<file path="config.mk">
export PLATFORM = sky130hd
export DESIGN_NAME = regfile_hilo_sb
export DESIGN_NICKNAME = d
export VERILOG_FILES = /design/src/rtl/regfile_hilo_sb_pkg.sv /design/src/rtl/regfile_sb_score.sv /design/src/rtl/regfile_hilo_sb.sv
export SDC_FILE = /design/constraint.sdc
export NUM_CORES = 2
export LEC_CHECK = 0
export CAP_MARGIN = 5
export CORE_MARGIN = 2
export CORE_UTILIZATION = 60
export DETAILED_ROUTE_END_ITERATION = 12
export DONT_BUFFER_PORTS = 1
export PLACE_DENSITY = 0.76
export SETUP_SLACK_MARGIN = 0.02
export SLEW_MARGIN = 20
export SYNTH_ARGS = -nofsm -noshare
export SYNTH_HDL_FRONTEND = slang
export SYNTH_SLANG_ARGS = --single-unit
</file>
<file path="constraint.sdc">
create_clock -name clk -period 68.1 [get_ports clk]
set_input_delay 6.81 -clock clk [delete_from_list [all_inputs] [get_ports clk]]
set_output_delay 6.81 -clock clk [all_outputs]
set_load 0.005 [all_outputs]
</file>
<file path="src/rtl/regfile_hilo_sb_pkg.sv">
// Shared defaults and packed-port width helpers for the GPR/HI/LO register file
// and its producer scoreboard.
package regfile_hilo_sb_pkg;

  localparam int unsigned DW_DEF  = 32;
  localparam int unsigned AW_DEF  = 5;
  localparam int unsigned NRD_DEF = 2;

  // Width of a bus carrying n fields of w bits each (packed read ports).
  function automatic int unsigned pack_w(input int unsigned n, input int unsigned w);
    return n * w;
  endfunction

endpackage

</file>
<file path="src/rtl/regfile_sb_score.sv">
// Producer scoreboard: one pending bit per GPR plus one for HI/LO, set-wins
// priority against writeback, and a registered count of pending GPRs.
module regfile_sb_score
  import regfile_hilo_sb_pkg::*;
#(
  parameter int unsigned AW  = AW_DEF,
  parameter int unsigned NRD = NRD_DEF
) (
  input  logic                        clk,
  input  logic                        rst,
  input  logic [pack_w(NRD, AW)-1:0]  raddr,
  input  logic                        we,
  input  logic [AW-1:0]               waddr,
  input  logic                        hilo_wr,
  input  logic                        issue_v,
  input  logic [AW-1:0]               issue_rd,
  input  logic                        issue_hilo,
  output logic [NRD-1:0]              rd_busy,
  output logic                        hilo_busy,
  output logic [AW:0]                 pend_cnt
);

  localparam int unsigned NREG = 2 ** AW;
  localparam int unsigned CW   = AW + 1;

  logic [NREG-1:0] pend;
  logic [NREG-1:0] pend_nxt;
  logic            hilo_pend;
  logic            hilo_nxt;
  logic            wr_ok;
  logic            iss_ok;
  logic            inc;
  logic            dec;

  assign wr_ok  = we && (waddr != '0);
  assign iss_ok = issue_v && (issue_rd != '0);

  // Clear first so a same-cycle issue (the newer producer) overrides it.
  always_comb begin
    pend_nxt = pend;
    hilo_nxt = hilo_pend;
    inc      = 1'b0;
    dec      = 1'b0;
    if (wr_ok) begin
      pend_nxt[waddr] = 1'b0;
    end
    if (iss_ok) begin
      pend_nxt[issue_rd] = 1'b1;
    end
    if (hilo_wr) begin
      hilo_nxt = 1'b0;
    end
    if (issue_v && issue_hilo) begin
      hilo_nxt = 1'b1;
    end
    inc = iss_ok && !pend[issue_rd];
    dec = wr_ok && pend[waddr] && !(iss_ok && (issue_rd == waddr));
  end

  always_ff @(posedge clk or posedge rst) begin
    if (rst) begin
      pend      <= '0;
      hilo_pend <= 1'b0;
      pend_cnt  <= '0;
    end else begin
      pend      <= pend_nxt;
      hilo_pend <= hilo_nxt;
      pend_cnt  <= pend_cnt + CW'(inc) - CW'(dec);
    end
  end

  // A writeback landing this cycle is forwarded, so it does not stall the reader.
  for (genvar k = 0; k < NRD; k++) begin : g_busy
    logic [AW-1:0] ra;
    assign ra         = raddr[k*AW +: AW];
    assign rd_busy[k] = (ra != '0) && pend[ra] && !(we && (waddr == ra));
  end

  assign hilo_busy = hilo_pend && !hilo_wr;

endmodule

</file>
<file path="src/rtl/regfile_hilo_sb.sv">
// Multi-port GPR file with HI/LO registers, write-through bypass on every read
// port, and a producer scoreboard for hazard detection.
module regfile_hilo_sb
  import regfile_hilo_sb_pkg::*;
#(
  parameter int unsigned DW  = DW_DEF,
  parameter int unsigned AW  = AW_DEF,
  parameter int unsigned NRD = NRD_DEF
) (
  input  logic                        clk,
  input  logic                        rst,
  input  logic [pack_w(NRD, AW)-1:0]  raddr,
  output logic [pack_w(NRD, DW)-1:0]  rdata,
  output logic [NRD-1:0]              rd_busy,
  input  logic                        we,
  input  logic [AW-1:0]               waddr,
  input  logic [DW-1:0]               wdata,
  input  logic                        hi_we,
  input  logic                        lo_we,
  input  logic [DW-1:0]               hi_i,
  input  logic [DW-1:0]               lo_i,
  output logic [DW-1:0]               hi_o,
  output logic [DW-1:0]               lo_o,
  output logic                        hilo_busy,
  input  logic                        issue_v,
  input  logic [AW-1:0]               issue_rd,
  input  logic                        issue_hilo,
  output logic [AW:0]                 pend_cnt
);

  localparam int unsigned NREG = 2 ** AW;

  logic [DW-1:0] gpr [NREG];
  logic [DW-1:0] hi_q;
  logic [DW-1:0] lo_q;
  logic          wr_ok;

  assign wr_ok = we && (waddr != '0);

  always_ff @(posedge clk or posedge rst) begin
    if (rst) begin
      for (int i = 0; i < NREG; i++) begin
        gpr[i] <= '0;
      end
    end else if (wr_ok) begin
      gpr[waddr] <= wdata;
    end
  end

  always_ff @(posedge clk or posedge rst) begin
    if (rst) begin
      hi_q <= '0;
      lo_q <= '0;
    end else begin
      if (hi_we) hi_q <= hi_i;
      if (lo_we) lo_q <= lo_i;
    end
  end

  // Address 0 is hard-wired zero; a matching write is forwarded the same cycle.
  for (genvar k = 0; k < NRD; k++) begin : g_rd
    logic [AW-1:0] ra;
    assign ra = raddr[k*AW +: AW];
    assign rdata[k*DW +: DW] = (ra == '0)                 ? '0    :
                               (wr_ok && (ra == waddr))   ? wdata :
                                                            gpr[ra];
  end

  assign hi_o = hi_we ? hi_i : hi_q;
  assign lo_o = lo_we ? lo_i : lo_q;

  regfile_sb_score #(
    .AW  (AW),
    .NRD (NRD)
  ) u_score (
    .clk        (clk),
    .rst        (rst),
    .raddr      (raddr),
    .we         (we),
    .waddr      (waddr),
    .hilo_wr    (hi_we || lo_we),
    .issue_v    (issue_v),
    .issue_rd   (issue_rd),
    .issue_hilo (issue_hilo),
    .rd_busy    (rd_busy),
    .hilo_busy  (hilo_busy),
    .pend_cnt   (pend_cnt)
  );

endmodule

</file>
==> run summary <==
Synth Area in XOR/XNOR = 0.274%
Hold Startpoint = gpr[1017]
Slew Limit Fails = 0
CP Buf/Inv Count = 2
commonest cells after routing, fill and taps aside = 1127 x dfrtp_1, 1003 x mux2_2, 387 x mux4_2
synthesized cell area = 60800 um2
commonest non-fill, non-tap cell in the layout = dfrtp_1
chip width = 322 um
power per cell area = 29.9 nW/um2
largest family of logic cells by synthesized area = multiplexers
Clock Tree Buf Depth = 3
critical path peak fanout = 100
status = finished, final reports clean
Max Cap Viol = 0
number of global-route vias before repair = 40500
CP max stage cell = nand2_1
Routed WL per cell = 34.4 um
sequential-to-total area share from yosys stat = 46.4%
reg2reg start = u_score.pend[18]
crit-path cells = buf_16 -> buf_16 -> nand2_1 -> o221ai_1 -> a21o_1 -> a21oi_1 -> o31ai_1
Post-synth ARST share = 100%
crit-path leading delay family = compound AO/OA/AOI/OAI gates
pin count of the biggest net entering global routing = 347
period utilization = 25.6%
routability congestion estimate = 0.925
DRT Wirelength = 188 mm
leakage power = 28.4 nW
Layout Nets = 4142
standard-cell rows = 116
CTS Root Cell = clkbuf_16
CTS tree = yes
Critical Path End Type = output port
H-Tree Level Count = 3
RSZ-0062 raised after global routing = no
most used cell, CP = buf_16
CP startpoint = raddr[0]
Area Overhead vs Synth = 6.93%
DR DRC count = 0
pre-CTS WS = 51520 ps
Initial DRC Count = 5077
FILL cells = 7146
Placed Cells = 5245
Clock Sinks = 1127
Adder-Cell Fraction of Synth Area = 0.156%
antenna-violating nets left = 0
setup slack after layout = 50640 ps
post-synth net total = 4431
setup violators final = 0
simple-gate share of the synthesized area = 1.97%
Via density = 7.33
top achievable clock speed = 0.0573 GHz
number of synthesized flops with an enable pin = 0
Setup TNS = 0 ps
HPWL Detailed = 104 mm
Max IR drop VDD = 0.0000243 V
dominant synthesized flop cell = dfrtp_1
Num CTS Buffers = 119
Syn Inst Count = 4301
starting density of the core = 60.6%
Yosys cell types = 67
gr ovfl total = 0
setup repair bufs after CTS = 0
Max stage delay on crit path = 1010 ps
CP startpoint kind = input pin
Core Area = 100000 um2
Yosys warnings = 0
Clock Skew = 9.88 ps
Synth Area in Compound Gates = 6.52%
proportion of layout cells with a drive suffix above 1 = 41.4%
data required time of the worst path = 61290 ps
fin cells = 5464
Mean Syn Cell Area = 14.1 um2
port buffer count = 0
mux contribution to synthesized area = 40.6%
First-pass DRT Iterations = 6
antenna violations before repair = 3
Max-slew headroom = 14.8%
die height = 322 um
Worst-Margin Slew = 1280 ps
first-pass GRT wire length = 278 mm
Worst Hold Class = register to register
CTS-repair resized insts = 0
Fin. Hold Viols = 0
die area = 104000 um2
Synth Register Bits = 1127
Worst Path Arrival = 10650 ps
R2R Setup Slk = 65100 ps
clk_lat worst skew = 720 ps
hold buffers post-CTS = 0
via count = 40000
Crit Path Class = input pin to output port
GR Util All Layers = 36.6%
Ports = 260
final worst path period need = 17460 ps
CTS clock-pin slew for the worst setup and hold paths = 60 ps
cell usage after synthesis (all sizes together), types with 3 or more instances:
cell,count,share of area [%]
a22oi,37,0.46
nand2,97,0.60
and2,5,0.051
mux2i,321,5.3
a22o,18,0.26
o21a,3,0.037
and3,9,0.093
inv,17,0.11
nand3b,4,0.049
a21oi,107,0.88
a32oi,3,0.043
nand2b,7,0.072
nand3,17,0.14
clkbuf,231,1.4
a211o,20,0.29
mux4,387,14
nor3b,6,0.091
a221oi,43,0.64
mux2,1134,21
o22ai,69,0.71
a221o,37,0.61
nor2,56,0.35
o211ai,11,0.14
dfrtp,1127,46
o21ai,72,0.59
and3b,4,0.058
ha,6,0.12
a21o,21,0.26
a211oi,15,0.19
o221ai,31,0.45
a32o,9,0.15
o32ai,10,0.14
a31oi,6,0.062
nor3,18,0.18
or2,3,0.031
o31ai,32,0.40
xnor2,10,0.14
nor2b,12,0.12
buf,246,2.5
nor4,10,0.10
xor2,9,0.13
cell families (layout without fill, tap and decap cells):
| kind of cell | count (synthesis) | in the layout |
|---|---|---|
| multiplexers | 1842 | 1842 |
| flip-flops | 1127 | 1127 |
| AO/OA/AOI/OAI | 559 | 559 |
| buffers and inverters | 496 | 301 |
| AND/OR/NAND/NOR | 251 | 251 |
| XOR/XNOR | 19 | 19 |
| adder cells (fa/ha/maj) | 7 | 7 |
| other | 0 | 1 |
worst reg2reg max path, delay by kind of cell, from the launching register on:
family                   cells  cell delay, ps
adder cells (fa/ha/maj)      3             860
AO/OA/AOI/OAI                5             600
multiplexers                 1             480
flip-flops                   1             430
AND/OR/NAND/NOR              1             190
buffers and inverters        3             180
XOR/XNOR                     1             130
stage by stage:
step | instance area [um2] | power (mW) | hold WS, ps | utilization, %
after floorplan | 60800 | 1.18 | 439 | -
after global placement | 60800 | 1.24 | 375 | 60.6
after detailed placement | 60800 | 1.26 | 382 | 60.6
after CTS | 64900 | 1.93 | 395 | 64.7
after global routing | 65000 | 2.01 | 407 | 64.8
final | 65000 | 1.94 | 395 | 64.8
flip-flops by register name, indices dropped and copies added, names as in the netlist:
| register | count |
|---|---|
| u_score.pend_cnt | 6 |
| lo_q | 32 |
| u_score.pend | 32 |
| hi_q | 32 |
| u_score.hilo_pend | 1 |
| gpr | 1024 |
report_power, final:
part / internal [mW] / total [mW] / switching (mW)
registers: 0.796 / 0.889 / 0.0931
logic: 0.221 / 0.375 / 0.155
clock network: 0.401 / 0.677 / 0.276
cell type report:
class	instances	area [um2]	area share, %
Antenna cell	1	2.50	0.00385
Clock buffer	177	3480	5.35
Clock inverter	38	588	0.905
Inverter	19	78.8	0.121
Multi-Input combinational cell	2678	30300	46.7
Sequential cell	1127	28200	43.4
Tap cell	1357	1700	2.61
Timing Repair Buffer	67	592	0.911
worst paths after layout:
path                                       end  cells past startpoint
setup reg to reg           u_score.pend_cnt[4]                     14
hold / removal                       gpr[1017]                      0
hold reg to reg                      gpr[1017]                      0
min in group asynchronous             hi_q[11]                      1
setup / recovery                     rdata[21]                      7
max in group asynchronous             gpr[515]                      5
routing by layer:
| layer | vias to the layer above | GRT usage, % | wire, um |
|---|---|---|---|
| li1 | 15900 | - | - |
| met1 | 21000 | 48.8 | 70800 |
| met2 | 2522 | 54.5 | 83700 |
| met3 | 596 | 12.0 | 22800 |
| met4 | 6 | 17.9 | 10700 |
| met5 | - | 0 | 35 |
Note: power is estimated with default switching activity, not from simulation.
